[src/rtl/wb_regwrite.sv]
// Writeback stage: conditional register-file writes, C/Z flag registers and Load-Multiple sequencing.
// Optional same-cycle forwarding path enabled by defining WB_FORWARD_EN.
module wb_regwrite (
    input  logic        clk,
    input  logic        reset,
    input  logic        in_valid,
    input  logic        in_wr,
    input  logic [2:0]  in_dest,
    input  logic [15:0] in_data,
    input  logic        in_flag_we,
    input  logic        in_c,
    input  logic        in_z,
    input  logic        checkr_c,
    input  logic        checkr_z,
    input  logic        in_lm,
    input  logic [7:0]  in_lm_mask,
    input  logic [15:0] in_lm_base,
    input  logic [15:0] mem_rd_data,
    output logic        mem_rd_en,
    output logic [15:0] mem_rd_addr,
    output logic        rf_write_en,
    output logic [2:0]  rf_write_address,
    output logic [15:0] rf_write_data,
    output logic        carry_flag,
    output logic        zero_flag,
    output logic        stall,
    output logic        fwd_en,
    output logic [2:0]  fwd_addr,
    output logic [15:0] fwd_data
);

    typedef enum logic {S_IDLE, S_LM_RUN} state_t;

    state_t      r_state, w_state_next;
    logic [7:0]  r_mask, w_mask_next;
    logic [15:0] r_ptr, w_ptr_next;
    logic        r_c, r_z, w_c_next, w_z_next;
    logic        r_wr_en;
    logic [2:0]  r_wr_addr;
    logic [15:0] r_wr_data;
    logic        w_we;
    logic [2:0]  w_waddr;
    logic [15:0] w_wdata;
    logic [2:0]  w_lm_idx;
    logic [7:0]  w_lm_onehot;
    logic        w_cond_ok;
    logic        w_lm_run;

    assign w_lm_run    = (r_state == S_LM_RUN);
    assign w_cond_ok   = (!checkr_c | r_c) & (!checkr_z | r_z);
    assign w_lm_onehot = r_mask & (~r_mask + 8'd1);

    // Scan from the top so the last hit is the lowest set bit.
    always_comb begin
        w_lm_idx = 3'd0;
        for (int k = 7; k >= 0; k--) begin
            if (r_mask[k]) w_lm_idx = 3'(k);
        end
    end

    always_comb begin
        w_state_next = r_state;
        w_mask_next  = r_mask;
        w_ptr_next   = r_ptr;
        w_c_next     = r_c;
        w_z_next     = r_z;
        w_we         = 1'b0;
        w_waddr      = 3'd0;
        w_wdata      = 16'd0;
        // Under reset nothing is scheduled, so forwarding stays quiet too.
        if (!reset) begin
            case (r_state)
                S_IDLE: begin
                    if (in_valid) begin
                        if (in_lm) begin
                            if (in_lm_mask != 8'd0) begin
                                w_mask_next  = in_lm_mask;
                                w_ptr_next   = in_lm_base;
                                w_state_next = S_LM_RUN;
                            end
                        end else begin
                            if (in_wr && w_cond_ok) begin
                                w_we    = 1'b1;
                                w_waddr = in_dest;
                                w_wdata = in_data;
                            end
                            if (in_flag_we && w_cond_ok) begin
                                w_c_next = in_c;
                                w_z_next = in_z;
                            end
                        end
                    end
                end
                S_LM_RUN: begin
                    w_we        = 1'b1;
                    w_waddr     = w_lm_idx;
                    w_wdata     = mem_rd_data;
                    w_mask_next = r_mask & ~w_lm_onehot;
                    w_ptr_next  = r_ptr + 16'd1;
                    if (w_mask_next == 8'd0) w_state_next = S_IDLE;
                end
                default: w_state_next = S_IDLE;
            endcase
        end
    end

    always_ff @(posedge clk) begin
        if (reset) begin
            r_state   <= S_IDLE;
            r_mask    <= 8'd0;
            r_ptr     <= 16'd0;
            r_c       <= 1'b0;
            r_z       <= 1'b0;
            r_wr_en   <= 1'b0;
            r_wr_addr <= 3'd0;
            r_wr_data <= 16'd0;
        end else begin
            r_state   <= w_state_next;
            r_mask    <= w_mask_next;
            r_ptr     <= w_ptr_next;
            r_c       <= w_c_next;
            r_z       <= w_z_next;
            r_wr_en   <= w_we;
            r_wr_addr <= w_waddr;
            r_wr_data <= w_wdata;
        end
    end

    assign rf_write_en      = r_wr_en;
    assign rf_write_address = r_wr_addr;
    assign rf_write_data    = r_wr_data;
    assign carry_flag       = r_c;
    assign zero_flag        = r_z;
    assign stall            = w_lm_run;
    assign mem_rd_en        = w_lm_run;
    assign mem_rd_addr      = w_lm_run ? r_ptr : 16'd0;

`ifdef WB_FORWARD_EN
    assign fwd_en   = w_we;
    assign fwd_addr = w_waddr;
    assign fwd_data = w_wdata;
`else
    assign fwd_en   = 1'b0;
    assign fwd_addr = 3'd0;
    assign fwd_data = 16'd0;
`endif

endmodule
[config.mk]
export PLATFORM = sky130hd
export DESIGN_NAME = wb_regwrite
export DESIGN_NICKNAME = d
export VERILOG_FILES = /design/src/rtl/wb_regwrite.sv
export SDC_FILE = /design/constraint.sdc
export NUM_CORES = 1
export LEC_CHECK = 0
export ABC_AREA = 1
export ABC_CLOCK_PERIOD_IN_PS = 1850
export BUFFER_PORTS_ARGS = -buffer_cell sky130_fd_sc_hd__buf_2
export CAP_MARGIN = 10
export CORE_UTILIZATION = 26
export CTS_CLUSTER_SIZE = 10
export DETAILED_ROUTE_END_ITERATION = 6
export PLACE_DENSITY = 0.58
export SETUP_SLACK_MARGIN = 0.4
export SLEW_MARGIN = 20
export SYNTH_ARGS = -nofsm -noshare
export SYNTH_HDL_FRONTEND = slang
export SYNTH_SLANG_ARGS = --single-unit
export TNS_END_PERCENT = 1
[constraint.sdc]
create_clock -name clk -period 1.85 [get_ports clk]
set_input_delay 0.555 -clock clk [delete_from_list [all_inputs] [get_ports clk]]
set_output_delay 0.555 -clock clk [all_outputs]
set_load 0.01 [all_outputs]
* After elaboration in Yosys (flattened, before gate mapping)
Cells that the tools add are included.
Word-level totals: flip-flop bits (word level) 47, input bits 69, output and inout port bits 60, logic and storage cells 64
Cells by class: $add $sub $neg 2, equality and inequality tests 3, muxes and demuxes 34, bitwise operators 9, reductions and logical operators 8
Operator list (count):
- two-way mux 16 bit | 7
- case mux 16 bit (2 select lines) | 2
- two-way mux 3 bit | 11
- two-way mux 8 bit | 3
- adder 16 x 1 -> 16 bit, second input constant | 1
- AND 8 bit | 2
- NOT 8 bit | 2
- case mux 8 bit (2 select lines) | 1
- adder 8 x 1 -> 8 bit, second input constant | 1
- logical NOT 8 bit | 1
- nonzero test 8 bit | 1
- two-way mux 1 bit | 7
- != test 2 bit, second input constant | 3
- case mux 3 bit (2 select lines) | 1
- case mux 1 bit (2 select lines) | 2
- AND reduction 4 bit | 1
- AND reduction 3 bit | 1
- logical AND 1 bit | 2
- logical NOT 1 bit | 2
- NOT 1 bit | 2
- OR 1 bit | 2
- AND 1 bit | 1

* Longest topological paths before layout
Gate-level depths: netlist of run 1.
depth after elaboration 9, depth in mapped cells 9, depth with buffers taken out 9

* Least setup slack after synthesis of run 1
No wires, ideal clock.
kind flip-flop to output port, start point reg r_state, in the netlist mem_rd_en, end point out mem_rd_addr[1], arrival 1.106 ns, slack 0.189 ns, cell stages (with the launch flop) 5, buffers on the path 2, cell sequence dfxtp_1 -> buf_2 -> buf_1 -> nand2_1 -> inv_1
Between the ends: longest elaborated chain between the ends 1
RTL lines:
- start: declaration | line 34 | state_t r_state, w_state_next;
- start signal: assignment | line 118 | r_state <= w_state_next;
- two-way mux 16 bit | line 136 | assign mem_rd_addr = w_lm_run ? r_ptr : 16'd0;
- end: declaration | line 20 | output logic [15:0] mem_rd_addr,
Every way passes these cells.

* Final worst setup path of run 1
start point reg r_state, in the netlist mem_rd_en, end point out mem_rd_addr[13]
Same word-level chain as after synthesis.

==> results of run 1 <==
timing repair:
item	in CTS	in global routing
endpoints found under the setup margin	23	60
setup buffers	0	2
gates resized for setup	2	35
pin swaps	0	1
cloned	1	2
layout make-up:
| cell class | count | area, sq um | area share, % |
|---|---|---|---|
| repair buffers | 123 | 795 | 22.0 |
| flip-flops and latches | 47 | 945 | 26.1 |
| multi-input cells | 332 | 1470 | 40.6 |
| clock buffers | 8 | 100 | 2.77 |
| well taps | 133 | 166 | 4.60 |
| inverters | 38 | 143 | 3.95 |
metrics by stage:
stage          setup slack [ps]  instances  utilization [%]  power [mW]
2_1_floorplan               380        454                -        1.51
3_3_place_gp                165        668             33.8        1.68
3_5_place_dp                113        668             33.8        1.69
4_1_cts                     154        677             35.1        2.41
5_1_grt                     118        681             36.6        2.57
6_report                    175        681             36.6        2.41
layer usage:
metal	vias to the layer above	wire, um
li1	1555	-
met1	1332	3650
met2	85	3730
met3	7	370
met4	0	91
met5	-	0
registers in the layout (all words and copies together), names as in the netlist:
signal,cells
r_ptr,16
rf_write_data,16
r_mask,8
rf_write_address,3
carry_flag,1
mem_rd_en,1
rf_write_en,1
zero_flag,1
path summary, 6_finish.rpt:
path	start	to	slack (ps)	cells after the start
worst max-delay path	mem_rd_en	mem_rd_addr[13]	170	4
worst min-delay path	in_data[0]	rf_write_data[0]	490	3
worst max register to register	r_ptr[1]	r_ptr[8]	340	7
worst min register to register	r_mask[0]	r_mask[0]	490	2
cells in the mapped netlist:
library cell | instances | area share [%]
buf_2 | 7 | 1.3
a21oi_1 | 30 | 5.6
nor3_1 | 4 | 0.75
or2_2 | 1 | 0.23
a31oi_1 | 1 | 0.23
nand3b_1 | 1 | 0.28
ha_1 | 1 | 0.47
nand2_1 | 133 | 19
nor2_1 | 71 | 9.9
conb_1 | 1 | 0.14
nor2_4 | 2 | 0.84
xnor2_1 | 1 | 0.33
o21ai_1 | 1 | 0.19
a21boi_0 | 1 | 0.28
nand4_1 | 4 | 0.93
buf_6 | 1 | 0.42
nand3_1 | 24 | 4.5
clkbuf_1 | 5 | 0.70
o211ai_1 | 2 | 0.56
buf_1 | 2 | 0.28
o21ai_0 | 30 | 5.6
buf_4 | 23 | 6.4
inv_2 | 1 | 0.14
inv_1 | 37 | 5.2
dfxtp_1 | 47 | 35
nor2_2 | 2 | 0.47
o21bai_1 | 1 | 0.28
o31ai_1 | 1 | 0.28
report_power, final:
group / internal (mW) / switching, mW
sequential: 1.08 / 0.0731
clock: 0.342 / 0.348
combinational: 0.248 / 0.321
placed cells by master, fill, tap and decap left out, types with 2 or more instances in the layout:
| master | synthesis | layout |
|---|---|---|
| nand2_1 | 133 | 123 |
| buf_2 | 7 | 98 |
| nor2_1 | 71 | 71 |
| dfxtp_1 | 47 | 46 |
| o21ai_0 | 30 | 30 |
| a21oi_1 | 30 | 30 |
| inv_1 | 37 | 26 |
| nand3_1 | 24 | 23 |
| conb_1 | 1 | 20 |
| inv_2 | 1 | 12 |
| buf_6 | 1 | 11 |
| nand2_2 | 0 | 9 |
| buf_4 | 23 | 9 |
| clkbuf_8 | 0 | 7 |
| nand4_1 | 4 | 4 |
| nor3_1 | 4 | 4 |
| nor2_2 | 2 | 3 |
| buf_12 | 0 | 3 |
| nor2_4 | 2 | 2 |
| o211ai_1 | 2 | 2 |
kinds of logic (layout without fill, tap and decap cells):
family	after synthesis	after routing
buffers and inverters	76	169
adder cells (fa/ha/maj)	1	1
XOR/XNOR	1	1
flip-flops	47	47
other	1	20
AND/OR/NAND/NOR	242	243
AO/OA/AOI/OAI	67	67
tightest hold or removal path: cells and delay by family:
family                 cells  cell delay (ps)
buffers and inverters      1              100
AOI/OAI and AO/OA          1               50
and+or+nand+nor            1               50
==> impl_results.md, run 1 <==
- Cell family with most CP delay: flip-flops
- Crit start category: register
- Yosys reg bits: 47
- Row cnt: 36
- Critical Path RT: 1290 ps
- Minimum clock period: 1680 ps
- Setup_tns: 0 ps
- First-pass GRT wire length: 12900 um
- Nets: 617
- # fillers: between 1000 and 1500
- Drt drc: 0
- CP endpoint kind: primary output
- Final HPWL DP: 5680 um
- Drt pass-1 iters: 4
- Max frequency: roughly 600 MHz
- Worst hold-check path type: input port to register
- Area Growth Syn to Fin: 34.7%
- Clk Latency, worst-skew pair: 300 ps
- Longest Clk Path Bufs: 2
- Antenna diodes: 0
- Die footprint: 10700 sq um
- Post-Route WL: 7840 um
- Synth cell types: 28
- Critical path class: register to primary output
- Hold WS: 487 ps
- CTS tree: done
- Tcrit/Tclk final: 90.6%
- Critical-path top delay cell: dfxtp_4
- DIE HEIGHT: 104 um
- Post-DR vias/cell: 4.37
- Design Area, Final: between 3000 and 4000 sq um
- I/O Buffers: 108
- Mean routed wirelength per cell: roughly 12 um
- Met3 Use GR: under 10%
- CTS Hold Bufs: 0
- Gate Count Post-Synth: 435
- Worst IR Drop VDD: 0.309 mV
- Unrepaired setup endpoints after global routing: true
- Pwr dens: 667 nW/um^2
- Xor/xnor share of the synthesized area: less than 1%
- Clk pin slew, worst setup/hold paths: approximately 90 ps
- H-tree depth: 2
- TritonCTS Sinks: 47
- Hold Vio Cnt, Final: 0
- Critical path buffers and inverters: 3
- Pins Over Slew Limit: 0
- Synth warnings: 0
- DR vias: 2979
- Status: completed
- Overall Global Routing Usage: about 15%
- Root buf cell: clkbuf_8
- Most used routing layer: met2
- Crit path DAT: 1120 ps
- Die W: slightly above 100 um
- Vias in the first global route: 2799
- Ports: 129
- GR Overflow Total: 0
- Mapped Area: roughly 2700 sq um
- Core ar.: roughly 9900 sq um
- GR Util met1: a little under a fifth
- Adder-cell share of the synthesized area: 0.466%
- Synth Area in Compound Gates: 13.0%
- TritonCTS Buffers: 5
- Simple-gate area share of the yosys netlist: 36.5%
- Sequential share of the synthesized area: a little over a third
- Max-cap viol count: 0
- Initial Util: 27.2%
- Met2 Use GR: 25.7%
- 1st-iter DRT viols: 119
- Placer Congestion: approximately 0.8
- Pin count of the biggest net entering global routing: 31
- Antenna Violating Nets Remaining: 0
- Initial antenna violation count: 0
- Final setup vio count: 0
- Post-synthesis mux area share: 0%
- Lkg Pwr: ~1.8 nW
- CP max stage delay: 430 ps
- Clock skew: 11.5 ps
- Worst path cell trace: clkbuf_16, nand2_2, inv_2, buf_6
- Placed cell areas: around 3300 sq um
- Avg Inst Size Synth: 6.17 sq um
- Largest family of logic cells by synthesized area: simple AND/OR/NAND/NOR gates
- Share of cells above drive strength 1: 29.2%
- Crit path max fanout: 6
(Power assumes the default switching activity.)
==> run 2: changes to the inputs <==
ABC_AREA = unset   (was 1)
PLACE_DENSITY = 0.59   (was 0.58)
==> impl_results.md, run 2 <==
- GR Overflow Total: 0
- Drt pass-1 iters: 4
- Worst hold-check path type: register to register
- Synth area leaders: dfxtp_1, a21oi_1, buf_4
- Mean routed wirelength per cell: around 13 um
- Final setup vio count: 0
- Crit start category: register
- Status: completed
- Gate Count Post-Synth: 304
- Root buf cell: clkbuf_8
- Lkg Pwr: 1.54 nW
- I/O Buffers: between 100 and 150
- Overall Global Routing Usage: 14.9%
- 1st-iter DRT viols: 125
- Cell family with most CP delay: flip-flops
- TritonCTS Sinks: 47
- Antenna diodes: 0
- Initial Util: 27.5%
- Commonest non-fill, non-tap cells in the layout: buf_2, dfxtp_1, a21oi_1, nor2_1, nand2_1
- Most used DFF post-synth: dfxtp_1
- Synth cell types: 47
- Initial antenna violation count: 0
- Pins Over Slew Limit: 0
- Clock skew: 13.8 ps
- CTS tree: done
- Clk Latency, worst-skew pair: 300 ps
- Final HPWL DP: ~5500 um
- First-pass GRT wire length: around 12000 um
- Vias in the first global route: 2484
- CP max stage delay: between 400 and 500 ps
- Longest Clk Path Bufs: 2
- Worst IR Drop VDD: ~0.26 mV
- Asr flop ratio synth: 0%
- Synth warnings: 0
- Avg Inst Size Synth: roughly 8 sq um
- Mapped Area: 2440 sq um
- Antenna Violating Nets Remaining: 0
- DIE HEIGHT: 98.9 um
- TritonCTS Buffers: 5
- Yosys reg bits: between 40 and 50
- Post-Route WL: about 7200 um
- Die W: 98.9 um
- Critical path class: register to primary output
- Minimum clock period: 1680 ps
- H-tree depth: 2
- Ports: 129
- Leading cell type in the layout, fill and taps excluded: buf_2
- Nets: ~500
- Hold Vio Cnt, Final: 0
- Worst path cell trace: buf_6, and2_1, buf_2
- Pwr dens: 660 nW/um^2
- Clk pin slew, worst setup/hold paths: 90 ps
- CP endpoint kind: primary output
- DR vias: 2613
- Count leader, synth: dfxtp_1
- Core ar.: slightly below 9000 sq um
- Max-cap viol count: 0
- Unrepaired setup endpoints after global routing: true
- Leading area contributor after synthesis: dfxtp_1
- Post-DR vias/cell: 4.84
- Pin count of the biggest net entering global routing: 23
- Area share of the largest cell type after synthesis: 38.5%
- Drt drc: 0
- Critical path buffers and inverters: 2
- Crit path max fanout: 8
- Die footprint: 9780 sq um
- Share of cells above drive strength 1: between 30% and 40%
- Hold WS: 473 ps
- Tcrit/Tclk final: roughly nine tenths
- Setup_tns: 0 ps
- CTS Hold Bufs: 0
- Number of synthesized flops with an enable pin: 0
- Top cells by count, synth: dfxtp_1, a21oi_1, nor2_1
- Row cnt: 34
- Critical Path RT: 1290 ps
- Sequential share of the synthesized area: 38.5%
- Crit path DAT: 1130 ps
- Area Growth Syn to Fin: 40.2%
- Critical-path top delay cell: dfxtp_4
- Max frequency: 594 MHz
- Placer Congestion: 0.787
run 2: cell count changes in the layout (fill, tap and decap cells not counted), sizes merged, moves of 4 or more:
cell   before  now
nor3        4   10
inv        38    4
o21ai      31    7
nor4        0    4
nand3      24   19
a21oi      30   44
nor2       76   32
nand2     133   26
a22oi       0   16
buf       122  139
and2        0   19
run 2: layer usage:
metal | global-route usage, % | wire, um | up-vias
met5 | 0 | 0 | -
met2 | 25.2 | 3320 | 116
met1 | 19.1 | 3300 | 1199
met3 | 2.91 | 472 | 7
li1 | - | - | 1291
met4 | 4.36 | 65 | 0
run 2: path summary, 6_finish.rpt:
kind | from | endpoint | slack (ps) | cells past startpoint
setup / recovery | mem_rd_en | mem_rd_addr[13] | 170 | 3
hold reg to reg | zero_flag | zero_flag | 470 | 2
setup reg to reg | mem_rd_en | r_ptr[15] | 220 | 6
hold / removal | zero_flag | zero_flag | 470 | 2
run 2: cells by family (layout without fill, tap and decap cells):
family	after synthesis	count (layout)	synth area share, %
compound gates	84	84	21.3
fa+ha+maj	2	2	0.923
buf+inv	42	151	11.4
flops	47	47	38.5
mux	2	2	0.871
other cells	1	20	0.154
simple gates	126	126	26.8
run 2: through the flow:
step	std cells	power [mW]	setup slack (ps)	cell area [sq um]	utilization (%)
floorplan	323	1.35	231	2550	-
global placement	524	1.50	42.9	3170	35.6
detailed placement	524	1.51	10.4	3170	35.6
CTS	540	2.29	148	3400	38.3
global route	540	2.38	115	3420	38.5
finish	540	2.26	166	3420	38.5
run 2: power breakdown:
group | internal, mW | leakage (nW) | switching, mW | total [mW]
Combinational | 0.208 | 1.10 | 0.218 | 0.426
Sequential | 1.05 | 0.383 | 0.0394 | 1.09
Clock | 0.397 | 0.0513 | 0.342 | 0.739
run 2: repair_timing:
action / 4_1_cts / 5_1_grt
setup endpoints to repair: 47 / 61
buffers inserted: 9 / 0
gates resized for setup: 17 / 5
run 2: tightest hold or removal path, cell delays in order, from the launching register on:
cell and delay, ps:
dfxtp_1 320, nand2_1 50, a21oi_1 50
run 2: layout make-up:
cell class                 count  area [sq um]
timing repair buffer         139           872
tap                          108           135
multi-input combinational    234          1350
inverter                       5          22.5
clock buffer                   6          72.6
clock inverter                 1          30.0
fill                         921          5470
sequential                    47           945
